**config.mk**
```make
export PLATFORM = sky130hd
export DESIGN_NAME = dynamic_segment
export DESIGN_NICKNAME = d
export VERILOG_FILES = /design/src/rtl/dynamic_segment_pkg.sv /design/src/rtl/dynamic_segment_seg7_decode.sv /design/src/rtl/dynamic_segment.sv
export SDC_FILE = /design/constraint.sdc
export NUM_CORES = 1
export LEC_CHECK = 0
export CORE_ASPECT_RATIO = 0.6
export CORE_MARGIN = 2
export CORE_UTILIZATION = 54
export DETAILED_ROUTE_END_ITERATION = 8
export PLACE_DENSITY = 0.72
export SYNTH_ARGS = -nofsm -noshare
export SYNTH_HDL_FRONTEND = slang
export SYNTH_SLANG_ARGS = --single-unit
export TNS_END_PERCENT = 10
```
**constraint.sdc**
```tcl
create_clock -name clk -period 3.55 [get_ports clk]
set_input_delay 0.71 -clock clk [delete_from_list [all_inputs] [get_ports clk]]
set_output_delay 0.71 -clock clk [all_outputs]
set_load 0.01 [all_outputs]
```
**src/rtl/dynamic_segment_pkg.sv**
```systemverilog
// Shared types and active-low segment codes for the dynamic_segment MM:SS display driver.
package dynamic_segment_pkg;

   typedef logic [1:0] digit_idx_t;
   typedef logic [3:0] bcd_t;

   localparam logic [7:0] SEG_0     = 8'hC0;
   localparam logic [7:0] SEG_1     = 8'hF9;
   localparam logic [7:0] SEG_2     = 8'hA4;
   localparam logic [7:0] SEG_3     = 8'hB0;
   localparam logic [7:0] SEG_4     = 8'h99;
   localparam logic [7:0] SEG_5     = 8'h92;
   localparam logic [7:0] SEG_6     = 8'h82;
   localparam logic [7:0] SEG_7     = 8'hF8;
   localparam logic [7:0] SEG_8     = 8'h80;
   localparam logic [7:0] SEG_9     = 8'h90;
   localparam logic [7:0] SEG_BLANK = 8'hFF;

   // Active-low one-hot digit common for a scan index.
   function automatic logic [3:0] com_sel(input digit_idx_t idx);
      return ~(4'b0001 << idx);
   endfunction

endpackage

```
**src/rtl/dynamic_segment_seg7_decode.sv**
```systemverilog
// seg7_decode: combinational BCD to active-low 7-segment (bit0=a .. bit6=g); non-BCD blanks.
module seg7_decode
   import dynamic_segment_pkg::*;
(
   input  logic [3:0] bcd,
   output logic [6:0] seg
);

   always_comb begin
      seg = SEG_BLANK[6:0];
      case (bcd)
         4'd0: seg = SEG_0[6:0];
         4'd1: seg = SEG_1[6:0];
         4'd2: seg = SEG_2[6:0];
         4'd3: seg = SEG_3[6:0];
         4'd4: seg = SEG_4[6:0];
         4'd5: seg = SEG_5[6:0];
         4'd6: seg = SEG_6[6:0];
         4'd7: seg = SEG_7[6:0];
         4'd8: seg = SEG_8[6:0];
         4'd9: seg = SEG_9[6:0];
         default: seg = SEG_BLANK[6:0];
      endcase
   end

endmodule

```
**src/rtl/dynamic_segment.sv**
```systemverilog
// Four-digit multiplexed MM:SS 7-segment driver with 1 Hz prescaler and digit scanning.
// Define DYNAMIC_SEGMENT_DP_BLINK_EN to blink the dp on digit 2 as a colon.
module dynamic_segment
   import dynamic_segment_pkg::*;
#(
   parameter int TICK_DIV = 10_000_000,
   parameter int SCAN_DIV = 10_000
) (
   input  logic       clk,
   input  logic       reset,
   output logic [3:0] com,
   output logic [7:0] data
);

   localparam int PW = $clog2(TICK_DIV);
   localparam int SW = (SCAN_DIV > 1) ? $clog2(SCAN_DIV) : 1;
   localparam logic [PW-1:0] PRE_MAX  = PW'(TICK_DIV - 1);
   localparam logic [PW-1:0] PRE_HALF = PW'(TICK_DIV / 2);
   localparam logic [SW-1:0] SCAN_MAX = SW'(SCAN_DIV - 1);

   logic [PW-1:0] presc;
   logic [SW-1:0] scan_cnt;
   digit_idx_t    idx;
   bcd_t          sec_ones, sec_tens, min_ones, min_tens;
   logic          tick, scan_adv, dp;
   bcd_t          cur;
   logic [6:0]    seg;

   always_comb begin
      tick     = (presc == PRE_MAX);
      scan_adv = (scan_cnt == SCAN_MAX);
   end

   always_ff @(posedge clk or negedge reset) begin
      if (!reset) begin
         presc <= '0;
      end else if (tick) begin
         presc <= '0;
      end else begin
         presc <= presc + PW'(1);
      end
   end

   always_ff @(posedge clk or negedge reset) begin
      if (!reset) begin
         scan_cnt <= '0;
         idx      <= '0;
      end else if (scan_adv) begin
         scan_cnt <= '0;
         idx      <= idx + 2'd1;
      end else begin
         scan_cnt <= scan_cnt + SW'(1);
      end
   end

   // Carries ripple through all four digits on the same tick edge.
   always_ff @(posedge clk or negedge reset) begin
      if (!reset) begin
         sec_ones <= '0;
         sec_tens <= '0;
         min_ones <= '0;
         min_tens <= '0;
      end else if (tick) begin
         if (sec_ones == 4'd9) begin
            sec_ones <= '0;
            if (sec_tens == 4'd5) begin
               sec_tens <= '0;
               if (min_ones == 4'd9) begin
                  min_ones <= '0;
                  if (min_tens == 4'd5) begin
                     min_tens <= '0;
                  end else begin
                     min_tens <= min_tens + 4'd1;
                  end
               end else begin
                  min_ones <= min_ones + 4'd1;
               end
            end else begin
               sec_tens <= sec_tens + 4'd1;
            end
         end else begin
            sec_ones <= sec_ones + 4'd1;
         end
      end
   end

   always_comb begin
      cur = sec_ones;
      case (idx)
         2'd0: cur = sec_ones;
         2'd1: cur = sec_tens;
         2'd2: cur = min_ones;
         2'd3: cur = min_tens;
         default: cur = sec_ones;
      endcase
   end

   always_comb begin
`ifdef DYNAMIC_SEGMENT_DP_BLINK_EN
      dp = !((idx == 2'd2) && (presc < PRE_HALF));
`else
      dp = 1'b1;
`endif
   end

   seg7_decode u_dec (
      .bcd (cur),
      .seg (seg)
   );

   always_ff @(posedge clk or negedge reset) begin
      if (!reset) begin
         com  <= '1;
         data <= '1;
      end else begin
         com  <= com_sel(idx);
         data <= {dp, seg};
      end
   end

endmodule

```
==> flow_summary.toml, run 1 <==
[logic_synthesis]
ys.flop_type = "dfrtp_1"
syn-cell-area_mm2 = 0.00330
synth-seq-area-share_pct = 51.2
ys_seq_elements = 67
synth_top_area_share_pct = 42.5
yosysWarnings = 0
syn_inst = 307
yosys.area.top_type = "dfrtp_1"
postSynth.asyncResetShare_pct = 100
synth.area.top_cells = "dfrtp_1 (42%), dfstp_2 (8.8%), xnor2_1 (6.1%)"
synth.net_count = 319
synth_commonest_cells = "dfrtp_1 (56), nor2_1 (31), xnor2_1 (23)"
ys_types = 52
synth.most_common_cell = "dfrtp_1"
avgSynthCellArea_um2 = 10.8
synth_edf_count = 0

[pwr]
ir_drop_mv = 0.238
p_total_mw = 1.39
p_per_area_mw_per_mm2 = 379
leakagePower_nw = 1.66

[global_route]
grt_use_total_pct = 20.5
grt_pass1_wl_mm = 10.6
grt_max_degree = 40
antenna_found_initial = 0
grt_pass1_vias = 2129
grt-ovfl-total = 0

[clock_network]
clk_latency_ns = 0.34
post_cts_buffers = 0
cts_buffer_depth = 2
postCtsHoldBufs = 0
cts_resized = 0
cts_buffers = 9
cts_tree = "yes"
clk_transition_reported_paths_ns = 0.07
cts-root-buf = "clkbuf_8"
htree_levels = 3
cts.sinks = 67

[routing]
wl_mm = 6.17
final_antenna_net_count = 0
drt-vias-per-instance = 5.50
route.detailed.drc = 0
wire_per_inst_um = 15.0
num_vias = 2267
dr.pass1.iters = 6
drt_iter0_drc = 143

[die]
dieArea_mm2 = 0.00677
chipHeight_um = 64.6
start_util_pct = 55.0
core_mm2 = 0.00600
row_count = 22
fp.dieW_um = 105
pin_count = 14

[placed_design]
port_buffers = 12
hpwl_mm = 4.43
dp_slack_ns = 1.33
place.gp.congestion = 0.842

[sta]
setup_viol = 0
worst-slew-pin-transition_ns = 0.627
finalSetupTns_ns = 0
fin_ws_ns = 1.28
maxSlewViolCount = 0
fin_worst_skew_ns = 0.00928
fmax_ghz = 0.441
whs_ns = 0.385
fin_crit_sh_pct = 63.9
finalHoldViolCount = 0
min_period_ns = 2.27
rsz0062_at_grt = "no"
maxSlewHeadroom_pct = 57.9

[worst_setup_path]
cp_max_fo = 5
cp.required_ns = 3.84
rr_worst_depth = 7
start_kind = "flop"
reg2reg_slack_ns = 1.28
worstReg2RegStart = "idx[0]"
endpoint_kind = "flop"
crit_type = "flop to flop"
r2r_end = "data[0]"
timing.critical_path.arrival_ns = 2.55
critPathLaunch = "idx[0]"

[layout]
drive_gt1_share_pct = 12.2
post-route-util_pct = 61.2
antenna_cells = 0
area_growth_pct = 11.3
finalNetCount = 335

[job]
drv_cap = 0

[hold_path]
hold_path.class = "input port to asynchronous set/reset pin"

[run_status]
run_status = "complete, no violations"
-- how the worst max path moves through the flow --
stage	endpoint	slack [ns]	cells past startpoint
finish	data[0]	1.28	7
global route	data[0]	1.06	7
CTS	data[0]	1.29	7
detailed placement	data[0]	1.33	7
global placement	min_tens[1]	1.39	6
floorplan	min_tens[1]	1.47	6
-- placed cells by master, fill, tap and decap left out, types with 3 or more instances in the layout --
cell	count
mux2i_1	7
a21o_1	3
dfrtp_1	56
clkdlybuf4s50_1	11
nand2_1	16
nor3_1	6
dfstp_2	11
clkbuf_1	3
a31oi_1	3
clkbuf_8	10
and3_1	8
nand3_1	21
a222oi_1	4
ha_1	10
o211ai_1	3
xnor2_1	23
inv_1	18
xor2_1	17
mux2_2	4
a21oi_1	5
o21ai_0	6
nor2_1	31
o31ai_1	3
nand4_1	10
-- metrics by stage --
step / cells / cell area (µm²)
after global placement: 396 / 3490
after floorplan: 307 / 3300
after detailed placement: 396 / 3490
final: 412 / 3670
after CTS: 412 / 3670
after global routing: 412 / 3670
-- report_power, final --
group          total (mW)  internal [mW]  switching [mW]  leakage [nW]
sequential          0.764          0.764               0         0.868
clock               0.615          0.342           0.273        0.0974
combinational      0.0156        0.00109          0.0145         0.692
total                1.39           1.11           0.287          1.66
-- worst max-delay path, cell delays in order (launching register included) --
cell and delay, ns:
dfrtp_1 0.38, inv_1 0.12, ha_1 0.28, a222oi_1 0.44
mux2i_1 0.25, nor2_1 0.34, mux2i_1 0.29, a21o_1 0.11
-- logic make-up after synthesis --
kind of cell	Yosys count	share of synthesized area, %
adder cells (fa/ha/maj)	10	3.79
buffers and inverters	27	3.56
multiplexers	12	3.94
AO/OA/AOI/OAI	31	6.52
AND/OR/NAND/NOR	119	20.2
other	1	0.114
XOR/XNOR	40	10.6
flip-flops	67	51.2
-- flip-flops by register name, indices dropped and copies added (netlist names) --
name and cells:
com 4, data 7, idx 2, min_ones 4, min_tens 4, presc 24, scan_cnt 14, sec_ones 4
sec_tens 4
-- final cells by class --
| cell class | count | area (µm²) |
|---|---|---|
| Fill cell | 522 | 2330 |
| Sequential cell | 67 | 1690 |
| Multi-Input combinational cell | 213 | 1490 |
| Clock buffer | 13 | 149 |
| Timing Repair Buffer | 14 | 130 |
| Tap cell | 84 | 105 |
| Inverter | 18 | 67.6 |
| Clock inverter | 3 | 40.0 |
-- metal layers --
| metal | vias to the layer above | part of all wire [%] | GRT usage [%] |
|---|---|---|---|
| met2 | 51 | 41 | 27.4 |
| li1 | 1099 | - | - |
| met5 | - | 0 | 0 |
| met4 | 0 | 0.55 | 5.50 |
| met1 | 1113 | 54 | 31.9 |
| met3 | 4 | 4.5 | 6.34 |
(Power assumes the default switching activity.)
==> run 2, diff against run 1 <==
==> constraint.sdc (replaced) <==
create_clock -name clk -period 2.32 [get_ports clk]
set_input_delay 0.464 -clock clk [delete_from_list [all_inputs] [get_ports clk]]
set_output_delay 0.464 -clock clk [all_outputs]
set_load 0.01 [all_outputs]
==> flow_summary.toml, run 2 (synthesized netlist as in run 1, its figures left out) <==
[die]
core_mm2 = 0.00600
start_util_pct = 55.0
pin_count = 14
dieArea_mm2 = 0.00677
fp.dieW_um = 105
row_count = 22
chipHeight_um = 64.6

[job]
drv_cap = 0

[layout]
area_growth_pct = 13.0
top_regs = "presc x24, scan_cnt x14, data x7"
largest_reg_flops = 24
drive_gt1_share_pct = 14.1
antenna_cells = 0
n_fill_cell = 515
mostFrequentLayoutCells = "dfrtp_1 (56), nor2_1 (31), xnor2_1 (23), nand3_1 (21), inv_1 (18)"
layout_commonest_cell = "dfrtp_1"
finalNetCount = 340
final_cells = 417
largest-register = "presc"

[clock_network]
postCtsHoldBufs = 0
cts.sinks = 67
cts_buffer_depth = 2
post_cts_buffers = 0
cts_resized = 0
cts-root-buf = "clkbuf_8"
htree_levels = 3
cts_buffers = 9
clk_transition_reported_paths_ns = 0.08
clk_latency_ns = 0.35
cts_tree = "yes"

[pwr]
leakagePower_nw = 1.69
seqPwrFrac_pct = 54.6
switching_share_pct = 21.9
power.share.clock_pct = 44.1
combPwrFrac_pct = 1.2
p_int_mw = 1.67
p_switching_mw = 0.468
p_per_area_mw_per_mm2 = 574
ir_drop_mv = 0.371

[worst_setup_path]
endpoint_kind = "flop"
rr_worst_depth = 6
crit_type = "flop to flop"
cp.required_ns = 2.56
r2r_end = "min_tens[1]"
worstReg2RegStart = "presc[0]"
timing.critical_path.arrival_ns = 2.35
reg2reg_slack_ns = 0.21
cp_max_fo = 4
start_kind = "flop"

[global_route]
use_met2_pct = 26.8
grt_pass1_wl_mm = 10.4
grt_max_degree = 68
grt-ovfl-total = 0
met3_usage_pct = 6.04
grt_pass1_vias = 2161
grt_util_met1_pct = 30.4
antenna_found_initial = 0
grt_use_total_pct = 19.9
busiest_layer = "met1"

[sta]
finalHoldViolCount = 0
worst-slew-pin-transition_ns = 0.516
min_period_ns = 2.11
maxSlewViolCount = 0
fmax_ghz = 0.474
setup_viol = 0
fin_worst_skew_ns = 0.00996
finalSetupTns_ns = 0
maxSlewHeadroom_pct = 65.3
rsz0062_at_grt = "no"
fin_crit_sh_pct = 91.0

[routing]
route.detailed.drc = 0
dr.pass1.iters = 4
num_vias = 2256
wire_per_inst_um = 14.2
drt_iter0_drc = 120
final_antenna_net_count = 0
wl_mm = 5.92
drt-vias-per-instance = 5.41

[hold_path]
hold_path.class = "input port to asynchronous set/reset pin"

[placed_design]
dp.cells = 401
port_buffers = 12
hpwl_mm = 4.22
place.gp.congestion = 0.824

[run_status]
run_status = "complete, no violations"
## run 2: changes by cell type in the layout (fill, tap and decap cells not counted)
cell	delta
buf_12	+1
buf_4	+4
clkbuf_1	-2
clkbuf_8	-1
clkinv_4	+1
clkinvlp_4	+1
inv_6	+1
## run 2: critical path, cell delays in order (launching register included)
cell and delay [ns]:
dfrtp_1 0.38, ha_1 0.22, nand4_1 0.23, nor4_4 0.39, nand3_4 0.09, or3_4 0.39
mux2_4 0.30
## run 2: area by class of cell
class	instances	area [µm²]	area share, %
flip-flops and latches	67	1690	45.3
multi-input cells	213	1490	40.0
repair buffers	19	180	4.83
clock buffers	10	128	3.42
well taps	84	105	2.82
inverters	18	67.6	1.81
clock inverters	6	65.1	1.74
## run 2: per-stage QoR
step | utilization (%) | power [mW] | setup slack (ns) | cell area (µm²) | hold slack, ns
after floorplan | - | 1.19 | 0.244 | 3300 | 0.168
after global placement | 58.9 | 1.22 | 0.245 | 3540 | 0.460
after detailed placement | 58.9 | 1.22 | 0.207 | 3540 | 0.476
after CTS | 62.1 | 2.17 | 0.200 | 3730 | 0.142
after global routing | 62.1 | 2.22 | 0.0789 | 3730 | 0.148
final | 62.1 | 2.14 | 0.210 | 3730 | 0.126
## run 2: worst max path at each step
| stage | from | to | slack [ns] | cells after the start |
|---|---|---|---|---|
| floorplan | presc[0] | min_tens[1] | 0.24 | 6 |
| global placement | presc[0] | min_tens[1] | 0.25 | 6 |
| detailed placement | presc[0] | min_tens[1] | 0.21 | 6 |
| CTS | presc[0] | min_tens[1] | 0.20 | 6 |
| global route | presc[0] | min_ones[1] | 0.08 | 6 |
| finish | presc[0] | min_tens[1] | 0.21 | 6 |
## run 2: power by group through the flow
stage | combinational, mW | clock [mW] | sequential (mW)
global route | 0.0320 | 1.02 | 1.17
global placement | 0.0287 | 0 | 1.19
CTS | 0.0288 | 0.972 | 1.17
finish | 0.0263 | 0.944 | 1.17
detailed placement | 0.0288 | 0 | 1.19
floorplan | 0.00195 | 0 | 1.19
## run 2: metal layers
layer	part of all wire, %	up-vias
li1	-	1102
met1	54	1103
met2	40	40
met3	4.6	11
met4	1.4	0
met5	0	-
